--- config.mk ---
export PLATFORM = sky130hd
export DESIGN_NAME = alu_iterative
export DESIGN_NICKNAME = d
export VERILOG_FILES = /design/src/rtl/alu_pkg.sv /design/src/rtl/alu_muldiv_core.sv /design/src/rtl/alu_iterative.sv
export SDC_FILE = /design/constraint.sdc
export NUM_CORES = 1
export LEC_CHECK = 0
export CORE_ASPECT_RATIO = 2
export CORE_MARGIN = 8
export CORE_UTILIZATION = 40
export DETAILED_ROUTE_END_ITERATION = 12
export GPL_TIMING_DRIVEN = 1
export PLACE_DENSITY = 0.62
export SYNTH_ARGS = -nofsm -noshare
export SYNTH_HDL_FRONTEND = slang
export SYNTH_HIERARCHICAL = 1
export SYNTH_SLANG_ARGS = --single-unit
export TNS_END_PERCENT = 50
--- constraint.sdc ---
create_clock -name Clk -period 8.2 [get_ports Clk]
set_input_delay 1.23 -clock Clk [delete_from_list [all_inputs] [get_ports Clk]]
set_output_delay 1.23 -clock Clk [all_outputs]
set_load 0.02 [all_outputs]
--- src/rtl/alu_pkg.sv ---
// Shared opcodes, FSM state encoding and opcode classification for alu_iterative.
// ALU_ITERATIVE_DIV_EN selects whether DIV/DIVU run on the iterative datapath.
package alu_pkg;

    localparam logic [3:0] OP_AND   = 4'b0000;
    localparam logic [3:0] OP_OR    = 4'b0001;
    localparam logic [3:0] OP_ADD   = 4'b0010;
    localparam logic [3:0] OP_XOR   = 4'b0011;
    localparam logic [3:0] OP_NOR   = 4'b0100;
    localparam logic [3:0] OP_SUB   = 4'b0101;
    localparam logic [3:0] OP_SLT   = 4'b0110;
    localparam logic [3:0] OP_SLTU  = 4'b0111;
    localparam logic [3:0] OP_SLL   = 4'b1000;
    localparam logic [3:0] OP_SRL   = 4'b1001;
    localparam logic [3:0] OP_SRA   = 4'b1010;
    localparam logic [3:0] OP_MULT  = 4'b1011;
    localparam logic [3:0] OP_MULTU = 4'b1100;
    localparam logic [3:0] OP_DIV   = 4'b1101;
    localparam logic [3:0] OP_DIVU  = 4'b1110;
    localparam logic [3:0] OP_PASSB = 4'b1111;

    typedef enum logic [1:0] {
        ST_IDLE = 2'd0,
        ST_RUN  = 2'd1,
        ST_FIX  = 2'd2
    } state_t;

    function automatic logic is_iterative(input logic [3:0] op);
        case (op)
            OP_MULT, OP_MULTU: is_iterative = 1'b1;
`ifdef ALU_ITERATIVE_DIV_EN
            OP_DIV, OP_DIVU:   is_iterative = 1'b1;
`endif
            default:           is_iterative = 1'b0;
        endcase
    endfunction

    function automatic logic is_signed_op(input logic [3:0] op);
        is_signed_op = (op == OP_MULT) || (op == OP_DIV);
    endfunction

endpackage

--- src/rtl/alu_muldiv_core.sv ---
// Unsigned shift-add multiplier / restoring divider over magnitudes, one step per cycle.
// The divide step exists only when ALU_ITERATIVE_DIV_EN is defined.
module alu_muldiv_core #(
    parameter int WIDTH = 32
) (
    input  logic             i_clk,
    input  logic             i_reset,
    input  logic             i_load,
    input  logic             i_step,
    input  logic             i_is_div,
    input  logic [WIDTH-1:0] i_op_a,
    input  logic [WIDTH-1:0] i_op_b,
    output logic             o_last,
    output logic [WIDTH-1:0] o_hi,
    output logic [WIDTH-1:0] o_lo
);
    localparam int CNT_W = $clog2(WIDTH);

    logic [CNT_W-1:0] r_cnt;
    logic [WIDTH-1:0] r_hi;
    logic [WIDTH-1:0] r_lo;
    logic [WIDTH-1:0] r_md;
    logic [WIDTH:0]   w_mul_sum;
    logic [WIDTH-1:0] w_hi_next;
    logic [WIDTH-1:0] w_lo_next;

`ifdef ALU_ITERATIVE_DIV_EN
    logic             r_is_div;
    logic [WIDTH:0]   w_div_trial;
`else
    logic             w_unused_div;
    assign w_unused_div = i_is_div;
`endif

    always_comb begin
        // {hi,lo} shifts right; lo starts as multiplier, ends as product low half
        w_mul_sum = {1'b0, r_hi} + (r_lo[0] ? {1'b0, r_md} : {(WIDTH+1){1'b0}});
        w_hi_next = w_mul_sum[WIDTH:1];
        w_lo_next = {w_mul_sum[0], r_lo[WIDTH-1:1]};
`ifdef ALU_ITERATIVE_DIV_EN
        // {hi,lo} shifts left; a non-negative trial difference sets the quotient bit
        w_div_trial = {r_hi, r_lo[WIDTH-1]} - {1'b0, r_md};
        if (r_is_div) begin
            if (!w_div_trial[WIDTH]) begin
                w_hi_next = w_div_trial[WIDTH-1:0];
                w_lo_next = {r_lo[WIDTH-2:0], 1'b1};
            end else begin
                w_hi_next = {r_hi[WIDTH-2:0], r_lo[WIDTH-1]};
                w_lo_next = {r_lo[WIDTH-2:0], 1'b0};
            end
        end
`endif
    end

    always_ff @(posedge i_clk) begin
        if (i_reset) begin
            r_cnt <= '0;
            r_hi  <= '0;
            r_lo  <= '0;
            r_md  <= '0;
`ifdef ALU_ITERATIVE_DIV_EN
            r_is_div <= 1'b0;
`endif
        end else if (i_load) begin
            r_cnt <= CNT_W'(WIDTH - 1);
            r_hi  <= '0;
            r_lo  <= i_op_a;
            r_md  <= i_op_b;
`ifdef ALU_ITERATIVE_DIV_EN
            r_is_div <= i_is_div;
`endif
        end else if (i_step) begin
            r_hi <= w_hi_next;
            r_lo <= w_lo_next;
            if (r_cnt != '0) begin
                r_cnt <= r_cnt - 1'b1;
            end
        end
    end

    assign o_last = (r_cnt == '0);
    assign o_hi   = r_hi;
    assign o_lo   = r_lo;

endmodule

--- src/rtl/alu_iterative.sv ---
// Multi-cycle ALU: single-cycle logic/shift ops plus iterative MULT/MULTU (and DIV/DIVU
// when ALU_ITERATIVE_DIV_EN is defined) behind a Start/Busy/Done handshake.
//   state   | meaning
//   ST_IDLE | waiting for Start; single-cycle ops complete here
//   ST_RUN  | one multiply/divide step per cycle
//   ST_FIX  | sign correction and result write-back
module alu_iterative #(
    parameter int WIDTH = 32
) (
    input  logic             Clk,
    input  logic             Reset,
    input  logic             Start,
    input  logic [3:0]       ALUControl,
    input  logic [WIDTH-1:0] A,
    input  logic [WIDTH-1:0] B,
    output logic [WIDTH-1:0] ALUResult,
    output logic [WIDTH-1:0] HiResult,
    output logic             Zero,
    output logic             Overflow,
    output logic             Busy,
    output logic             Done
);
    import alu_pkg::*;

    localparam int SHAMT_W = $clog2(WIDTH);
    localparam int MSB     = WIDTH - 1;

    state_t           r_state;
    logic [WIDTH-1:0] r_alu_result;
    logic [WIDTH-1:0] r_hi_result;
    logic             r_overflow;
    logic             r_done;
    logic             r_neg_lo;
`ifdef ALU_ITERATIVE_DIV_EN
    logic             r_is_div;
    logic             r_neg_hi;
    logic             r_div0;
`endif

    logic             w_load;
    logic             w_iter;
    logic             w_is_div;
    logic             w_a_neg;
    logic             w_b_neg;
    logic [WIDTH-1:0] w_a_mag;
    logic [WIDTH-1:0] w_b_mag;
    logic             w_core_last;
    logic [WIDTH-1:0] w_core_hi;
    logic [WIDTH-1:0] w_core_lo;
    logic [SHAMT_W-1:0] w_shamt;
    logic [WIDTH-1:0] w_sum;
    logic [WIDTH-1:0] w_diff;
    logic [WIDTH-1:0] w_sc_result;
    logic             w_sc_ovf;
    logic [2*WIDTH-1:0] w_prod_raw;
    logic [2*WIDTH-1:0] w_prod;
    logic [WIDTH-1:0] w_fix_lo;
    logic [WIDTH-1:0] w_fix_hi;

    always_comb begin
        w_iter   = is_iterative(ALUControl);
        w_load   = Start && (r_state == ST_IDLE) && w_iter;
        w_is_div = (ALUControl == OP_DIV) || (ALUControl == OP_DIVU);
        w_a_neg  = is_signed_op(ALUControl) && A[MSB];
        w_b_neg  = is_signed_op(ALUControl) && B[MSB];
        w_a_mag  = w_a_neg ? -A : A;
        w_b_mag  = w_b_neg ? -B : B;
    end

    always_comb begin
        w_shamt     = A[SHAMT_W-1:0];
        w_sum       = A + B;
        w_diff      = A - B;
        w_sc_result = '0;
        w_sc_ovf    = 1'b0;
        case (ALUControl)
            OP_AND:   w_sc_result = A & B;
            OP_OR:    w_sc_result = A | B;
            OP_ADD: begin
                w_sc_result = w_sum;
                w_sc_ovf    = (A[MSB] == B[MSB]) && (w_sum[MSB] != A[MSB]);
            end
            OP_XOR:   w_sc_result = A ^ B;
            OP_NOR:   w_sc_result = ~(A | B);
            OP_SUB: begin
                w_sc_result = w_diff;
                w_sc_ovf    = (A[MSB] != B[MSB]) && (w_diff[MSB] != A[MSB]);
            end
            OP_SLT:   w_sc_result = {{(WIDTH-1){1'b0}}, ($signed(A) < $signed(B))};
            OP_SLTU:  w_sc_result = {{(WIDTH-1){1'b0}}, (A < B)};
            OP_SLL:   w_sc_result = B << w_shamt;
            OP_SRL:   w_sc_result = B >> w_shamt;
            OP_SRA:   w_sc_result = WIDTH'($signed(B) >>> w_shamt);
            OP_PASSB: w_sc_result = B;
            default:  w_sc_result = '0;
        endcase
    end

    always_comb begin
        w_prod_raw = {w_core_hi, w_core_lo};
        w_prod     = r_neg_lo ? -w_prod_raw : w_prod_raw;
        w_fix_lo   = w_prod[WIDTH-1:0];
        w_fix_hi   = w_prod[2*WIDTH-1:WIDTH];
`ifdef ALU_ITERATIVE_DIV_EN
        // divide-by-zero forces an all-ones quotient; remainder already equals |A|
        if (r_is_div) begin
            w_fix_lo = r_div0 ? {WIDTH{1'b1}} : (r_neg_lo ? -w_core_lo : w_core_lo);
            w_fix_hi = r_neg_hi ? -w_core_hi : w_core_hi;
        end
`endif
    end

    alu_muldiv_core #(
        .WIDTH(WIDTH)
    ) u_muldiv_core (
        .i_clk    (Clk),
        .i_reset  (Reset),
        .i_load   (w_load),
        .i_step   (r_state == ST_RUN),
        .i_is_div (w_is_div),
        .i_op_a   (w_a_mag),
        .i_op_b   (w_b_mag),
        .o_last   (w_core_last),
        .o_hi     (w_core_hi),
        .o_lo     (w_core_lo)
    );

    always_ff @(posedge Clk) begin
        if (Reset) begin
            r_state      <= ST_IDLE;
            r_alu_result <= '0;
            r_hi_result  <= '0;
            r_overflow   <= 1'b0;
            r_done       <= 1'b0;
            r_neg_lo     <= 1'b0;
`ifdef ALU_ITERATIVE_DIV_EN
            r_is_div     <= 1'b0;
            r_neg_hi     <= 1'b0;
            r_div0       <= 1'b0;
`endif
        end else begin
            r_done <= 1'b0;
            case (r_state)
                ST_IDLE: begin
                    if (Start) begin
                        if (w_iter) begin
                            r_state  <= ST_RUN;
                            r_neg_lo <= w_a_neg ^ w_b_neg;
`ifdef ALU_ITERATIVE_DIV_EN
                            r_is_div <= w_is_div;
                            r_neg_hi <= w_a_neg;
                            r_div0   <= (B == '0);
`endif
                        end else begin
                            r_alu_result <= w_sc_result;
                            r_hi_result  <= '0;
                            r_overflow   <= w_sc_ovf;
                            r_done       <= 1'b1;
                        end
                    end
                end
                ST_RUN: begin
                    if (w_core_last) begin
                        r_state <= ST_FIX;
                    end
                end
                ST_FIX: begin
                    r_alu_result <= w_fix_lo;
                    r_hi_result  <= w_fix_hi;
                    r_overflow   <= 1'b0;
                    r_done       <= 1'b1;
                    r_state      <= ST_IDLE;
                end
                default: r_state <= ST_IDLE;
            endcase
        end
    end

    assign ALUResult = r_alu_result;
    assign HiResult  = r_hi_result;
    assign Zero      = (r_alu_result == '0);
    assign Overflow  = r_overflow;
    assign Busy      = (r_state != ST_IDLE);
    assign Done      = r_done;

endmodule
==> results of run 1 <==
[path summary, 6_finish.rpt]
check                        to  cells past startpoint
setup reg to reg   HiResult[30]                      9
hold / removal      HiResult[9]                      2
setup / recovery  ALUResult[28]                     13
hold reg to reg     HiResult[9]                      2
[cells in the final DEF (no fill, tap or decap), types with 34 or more instances in the layout]
cell	count
a211oi_1	34
a21oi_1	253
a22oi_1	35
and2_1	44
buf_4	64
clkdlybuf4s50_1	132
dfxtp_1	169
ha_1	136
inv_1	111
mux2i_1	135
mux4_2	37
nand2_1	255
nand3_1	59
nand4_1	35
nor2_1	348
nor3_1	50
o21ai_0	207
o31ai_1	44
xnor2_1	114
xor2_1	50
[state kept, by name, summed over array words and instances (netlist names)]
signal and count:
u_muldiv_core/r_cnt 5, r_state 2, Done 1, u_muldiv_core/r_md 32
u_muldiv_core/o_lo 32, Overflow 1, ALUResult 32, r_neg_lo 1
u_muldiv_core/o_hi 32, HiResult 32
[area by class of cell]
class                      instances  share of cell area, %
clock inverter                     5                 0.3331
multi-input combinational       2369                  68.92
tap                              660                  3.546
sequential                       170                  14.62
clock buffer                      27                  2.761
timing repair buffer             200                  7.886
inverter                         117                  1.896
antenna                            4                0.04298
[where the power goes]
| part | total (mW) | internal, mW | leakage, nW | switching [mW] |
|---|---|---|---|---|
| combinational | 1.19 | 0.375 | 7.21 | 0.812 |
| clock | 0.987 | 0.616 | 0.353 | 0.371 |
| sequential | 0.888 | 0.851 | 1.38 | 0.0369 |
| total | 3.06 | 1.84 | 8.94 | 1.22 |
[layer usage]
layer	part of all wire, %	GRT usage [%]	vias to the layer above
li1	-	-	10530
met1	32	37.19	11540
met2	51	71.16	1451
met4	11	37.10	6
met5	0.031	0	-
met3	6.4	6.523	548
[critical path, cell delays in order]
cell and delay (ps):
clkdlybuf4s50_1 950, inv_1 200, ha_1 580, nand3_1 190, a2bb2oi_1 220, a21oi_1 620
o41ai_1 190, buf_4 200, o21ai_0 670, a31oi_1 240, mux2i_1 170, o31ai_1 590
a21oi_1 130
[per-stage QoR]
step / std cells / setup WS (ps) / power, mW / utilization (%)
finish: 3552 / 2368 / 3.063 / 45.20
global route: 3549 / 2396 / 3.143 / 45.19
CTS: 3548 / 2663 / 3.026 / 45.18
detailed placement: 3516 / 2129 / 2.040 / 43.78
global placement: 3516 / 2219 / 2.041 / 43.78
floorplan: 2873 / 2590 / 1.550 / -
==> impl_metrics.yaml, run 1 <==
outcome:
  status: "finished with violations"
  violations: "max-capacitance violations"
clock_tree:
  clkSlewWorstSetupHoldPaths_ps: 60
  clock_latency_ps: 510
  cts.sinks: 170
  cts_tree: "done"
  cts_resized: 0
  cts_setup_buffers: 0
  cts_buffer_depth: 3
  h-tree-depth: 4
  cts_made_buffers: 25
  root_buffer: "clkbuf_16"
  cts_hold_buf: 0
logic_synthesis:
  synth.cell_area_um2: 20730
  syn_nets: 3083
  synth_cells: 2873
  avgSynthCellArea_um2: 7.214
  yosys_warnings: 6
sta:
  worst_pin_slew_ps: 1465
  fin_setup_tns_ps: 0
  setup_viol: 0
  slew_headroom_pct: 1.282
  skew_ps: 20.34
  hold_viol: 0
  holdWs_ps: 448.3
  finalMaxSlewViolations: 0
  timing.fmax_mhz: 171.5
  rsz0062_at_grt: "no"
  period_share_pct: 71.12
  fin_crit_ps: 5832
grt:
  grt_pass1_wl_um: 169800
  grt_overflow_total: 0
  antenna_found_initial: 7
  grt_max_degree: 68
  grt_pass1_vias: 23790
  track_usage_pct: 39.45
min_path:
  min_path_type: "reg2reg"
  hold_path.startpoint: "HiResult[9]"
die:
  start_util_pct: 40.22
  io_pins: 139
  core_um2: 51530
  rows: 118
  die-area_um2: 59800
  chipWidth_um: 177.0
  die_y_um: 337.9
routing:
  ant_nets: 0
  drc: 0
  viasPerCell: 6.775
  wl_um: 121400
  drt_iter0_drc: 2291
  wl_per_cell_um: 34.17
  vias: 24070
  firstDrtPassIters: 7
worst_setup_path:
  path_max_fanout: 13
  reg2reg_slack_ps: 4260
  reg2reg_from: "u_muldiv_core/o_lo[14]"
  cp-start-kind: "input port"
  end_kind: "register"
  worst_ep_arrival_time_ps: 6190
  crit_type: "in2reg"
  crit_start: "B[5]"
  required_ps: 8560
layout:
  drive_gt1_share_pct: 7.548
  seqCellArea_um2: 3405
  multi_input_area_um2: 16050
  fillCellCount: 5325
  area_growth_syn_to_layout_pct: 12.38
  stdcell_area_um2: 23290
  fin_nets: 3093
power_and_ir_drop:
  p_per_area_nw_per_um2: 131.5
  leakage_nw: 8.937
  vdd_drop_max_mv: 0.1576
place:
  gp_congestion: 1.094
  numPortBuffers: 138
  place_area_um2: 22560
  place_hpwl_um: 95660
flow_run:
  max_cap_violations: 1
Power figures use the tool's default switching activity.
==> inputs of run 2 (changes only) <==
clock period = 6.1 ns   (was 8.2 ns; I/O delays follow)
==> run 2 against run 1 <==
The run ends with max-capacitance violations, max-slew violations left. Non-clock buffer count is 52 higher. Critical path depth is 3 lower. Critical path type unchanged. Critical endpoint is now ALUResult[15]. Count of clock-buffer cells in the layout is 4 higher. Core utilization is 0.81 points higher. First-iteration DRC count is 18% higher. Combinational power is 39% higher. Clock power is 36% higher. Wire length is 4.1% higher.
==> impl_metrics.yaml, run 2 (synthesis results as in run 1) <==
sta:
  fin_crit_ps: 5061
  worst_pin_slew_ps: 1578
  fin_setup_tns_ps: 0
  rsz0062_at_grt: "no"
  setup_viol: 0
  setup_ws_ps: 1039
  skew_ps: 20.17
  finalMaxSlewViolations: 4
  timing.fmax_mhz: 197.6
  hold_viol: 0
  period_share_pct: 82.97
  slew_headroom_pct: -5.532
worst_setup_path:
  crit_slowest_cell: "o21ai_0"
  crit_type: "in2reg"
  path_max_fanout: 11
  cp_cell_sequence: "clkdlybuf4s50_1 -> buf_4 -> inv_1 -> mux4_2 -> o21ai_0 -> o21ai_0 -> nor2_1 -> a2111oi_0 -> a21boi_0 -> o221a_2"
  required_ps: 6560
  cp-start-kind: "input port"
  r2r-end: "ALUResult[31]"
  cpPeakStageDelay_ps: 1150
  reg2reg_slack_ps: 1530
  crit_family: "compound AO/OA/AOI/OAI gates"
  cp.depth: 10
  worst_ep_arrival_time_ps: 5520
  cp_num_buf_inv: 3
  reg2regPathDepth: 9
  reg2reg_from: "u_muldiv_core/o_lo[11]"
  cpMostUsedCell: "o21ai_0"
  end_kind: "register"
clock_tree:
  cts_setup_buffers: 0
  cts_hold_buf: 0
  root_buffer: "clkbuf_16"
  h-tree-depth: 4
  cts_buffer_depth: 3
  clkSlewWorstSetupHoldPaths_ps: 70
  cts_tree: "done"
  clock_latency_ps: 510
  cts_resized: 0
  cts.sinks: 170
  cts_made_buffers: 25
routing:
  ant_nets: 0
  wl_um: 126400
  drt_iter0_drc: 2703
  firstDrtPassIters: 6
  viasPerCell: 6.784
  drc: 0
  vias: 24450
  wl_per_cell_um: 35.07
die:
  core_um2: 51530
  rows: 118
  die_y_um: 337.9
  io_pins: 139
  die-area_um2: 59800
  start_util_pct: 40.22
  chipWidth_um: 177.0
place:
  place_hpwl_um: 99940
  dp_slack_ps: 926.1
  gp_congestion: 1.132
  numPortBuffers: 138
layout:
  area_growth_syn_to_layout_pct: 14.40
  layout_common_cells: "350 x nor2_1, 255 x nand2_1, 252 x a21oi_1"
  drive_gt1_share_pct: 9.215
  fin_nets: 3145
  final_common_cell: "nor2_1"
grt:
  grt_max_degree: 69
  grt_pass1_vias: 23970
  antenna_found_initial: 10
  grt_overflow_total: 0
  track_usage_pct: 41.10
  grt_pass1_wl_um: 175400
power_and_ir_drop:
  leakage_nw: 9.210
  p_per_area_nw_per_um2: 176.8
  vdd_drop_max_mv: 0.2848
min_path:
  hold_path_end: "HiResult[1]"
  hold_path.startpoint: "HiResult[1]"
  hold_depth: 2
  min_path_type: "reg2reg"
flow_run:
  max_cap_violations: 1
outcome:
  status: "finished with violations"
  violations: "max-capacitance violations, max-slew violations"
## run 2: changes by cell type in the layout (fill, tap and decap cells not counted), sizes merged
cell           delta
clkbuf            +4
buf              +53
bufinv            -1
clkinv            -1
clkinvlp          -1
diode             -1
clkdlybuf4s50     -1
## run 2: metal layers
| metal | routed length [um] | global-route usage [%] | up-vias |
|---|---|---|---|
| met2 | 62410 | 72.89 | 1561 |
| met3 | 9494 | 9.088 | 614 |
| met4 | 15330 | 41.19 | 6 |
| met5 | 38 | 0.1665 | - |
| met1 | 39110 | 37.43 | 11610 |
| li1 | - | - | 10650 |
## run 2: per-stage QoR
stage               instances  total power, mW  utilization [%]  hold slack [ps]  instance area [um2]
floorplan                2873            2.084                -            451.5                20730
global route             3601            4.287            46.00            478.7                23700
finish                   3604            4.191            46.02            452.8                23710
detailed placement       3568            2.787            44.57            441.9                22970
CTS                      3601            4.116            45.99            455.1                23700
global placement         3568            2.784            44.57            432.9                22970
## run 2: worst max-delay path by stage
stage,start,endpoint
floorplan,A[0],ALUResult[30]
global placement,B[0],ALUResult[30]
detailed placement,B[5],ALUResult[30]
CTS,B[5],ALUResult[30]
global route,ALUControl[3],ALUResult[23]
finish,B[14],ALUResult[15]
## run 2: where the power goes
| part | switching (mW) | internal [mW] |
|---|---|---|
| clock network | 0.502 | 0.834 |
| logic | 1.13 | 0.528 |
| registers | 0.0486 | 1.14 |
| total | 1.68 | 2.51 |
## run 2: layout make-up
type	count	area, um2
fill	5270	27820
tap	660	825.8
inverter	117	441.7
antenna	3	7.507
clock buffer	31	698.2
clock inverter	2	35.03
sequential	170	3405
multi-input combinational	2369	16050
timing repair buffer	252	2247
## run 2: tightest hold or removal path, stage by stage, from the launching register on
cell and delay, ps:
dfxtp_1 320, nand2_1 50, o21ai_0 50
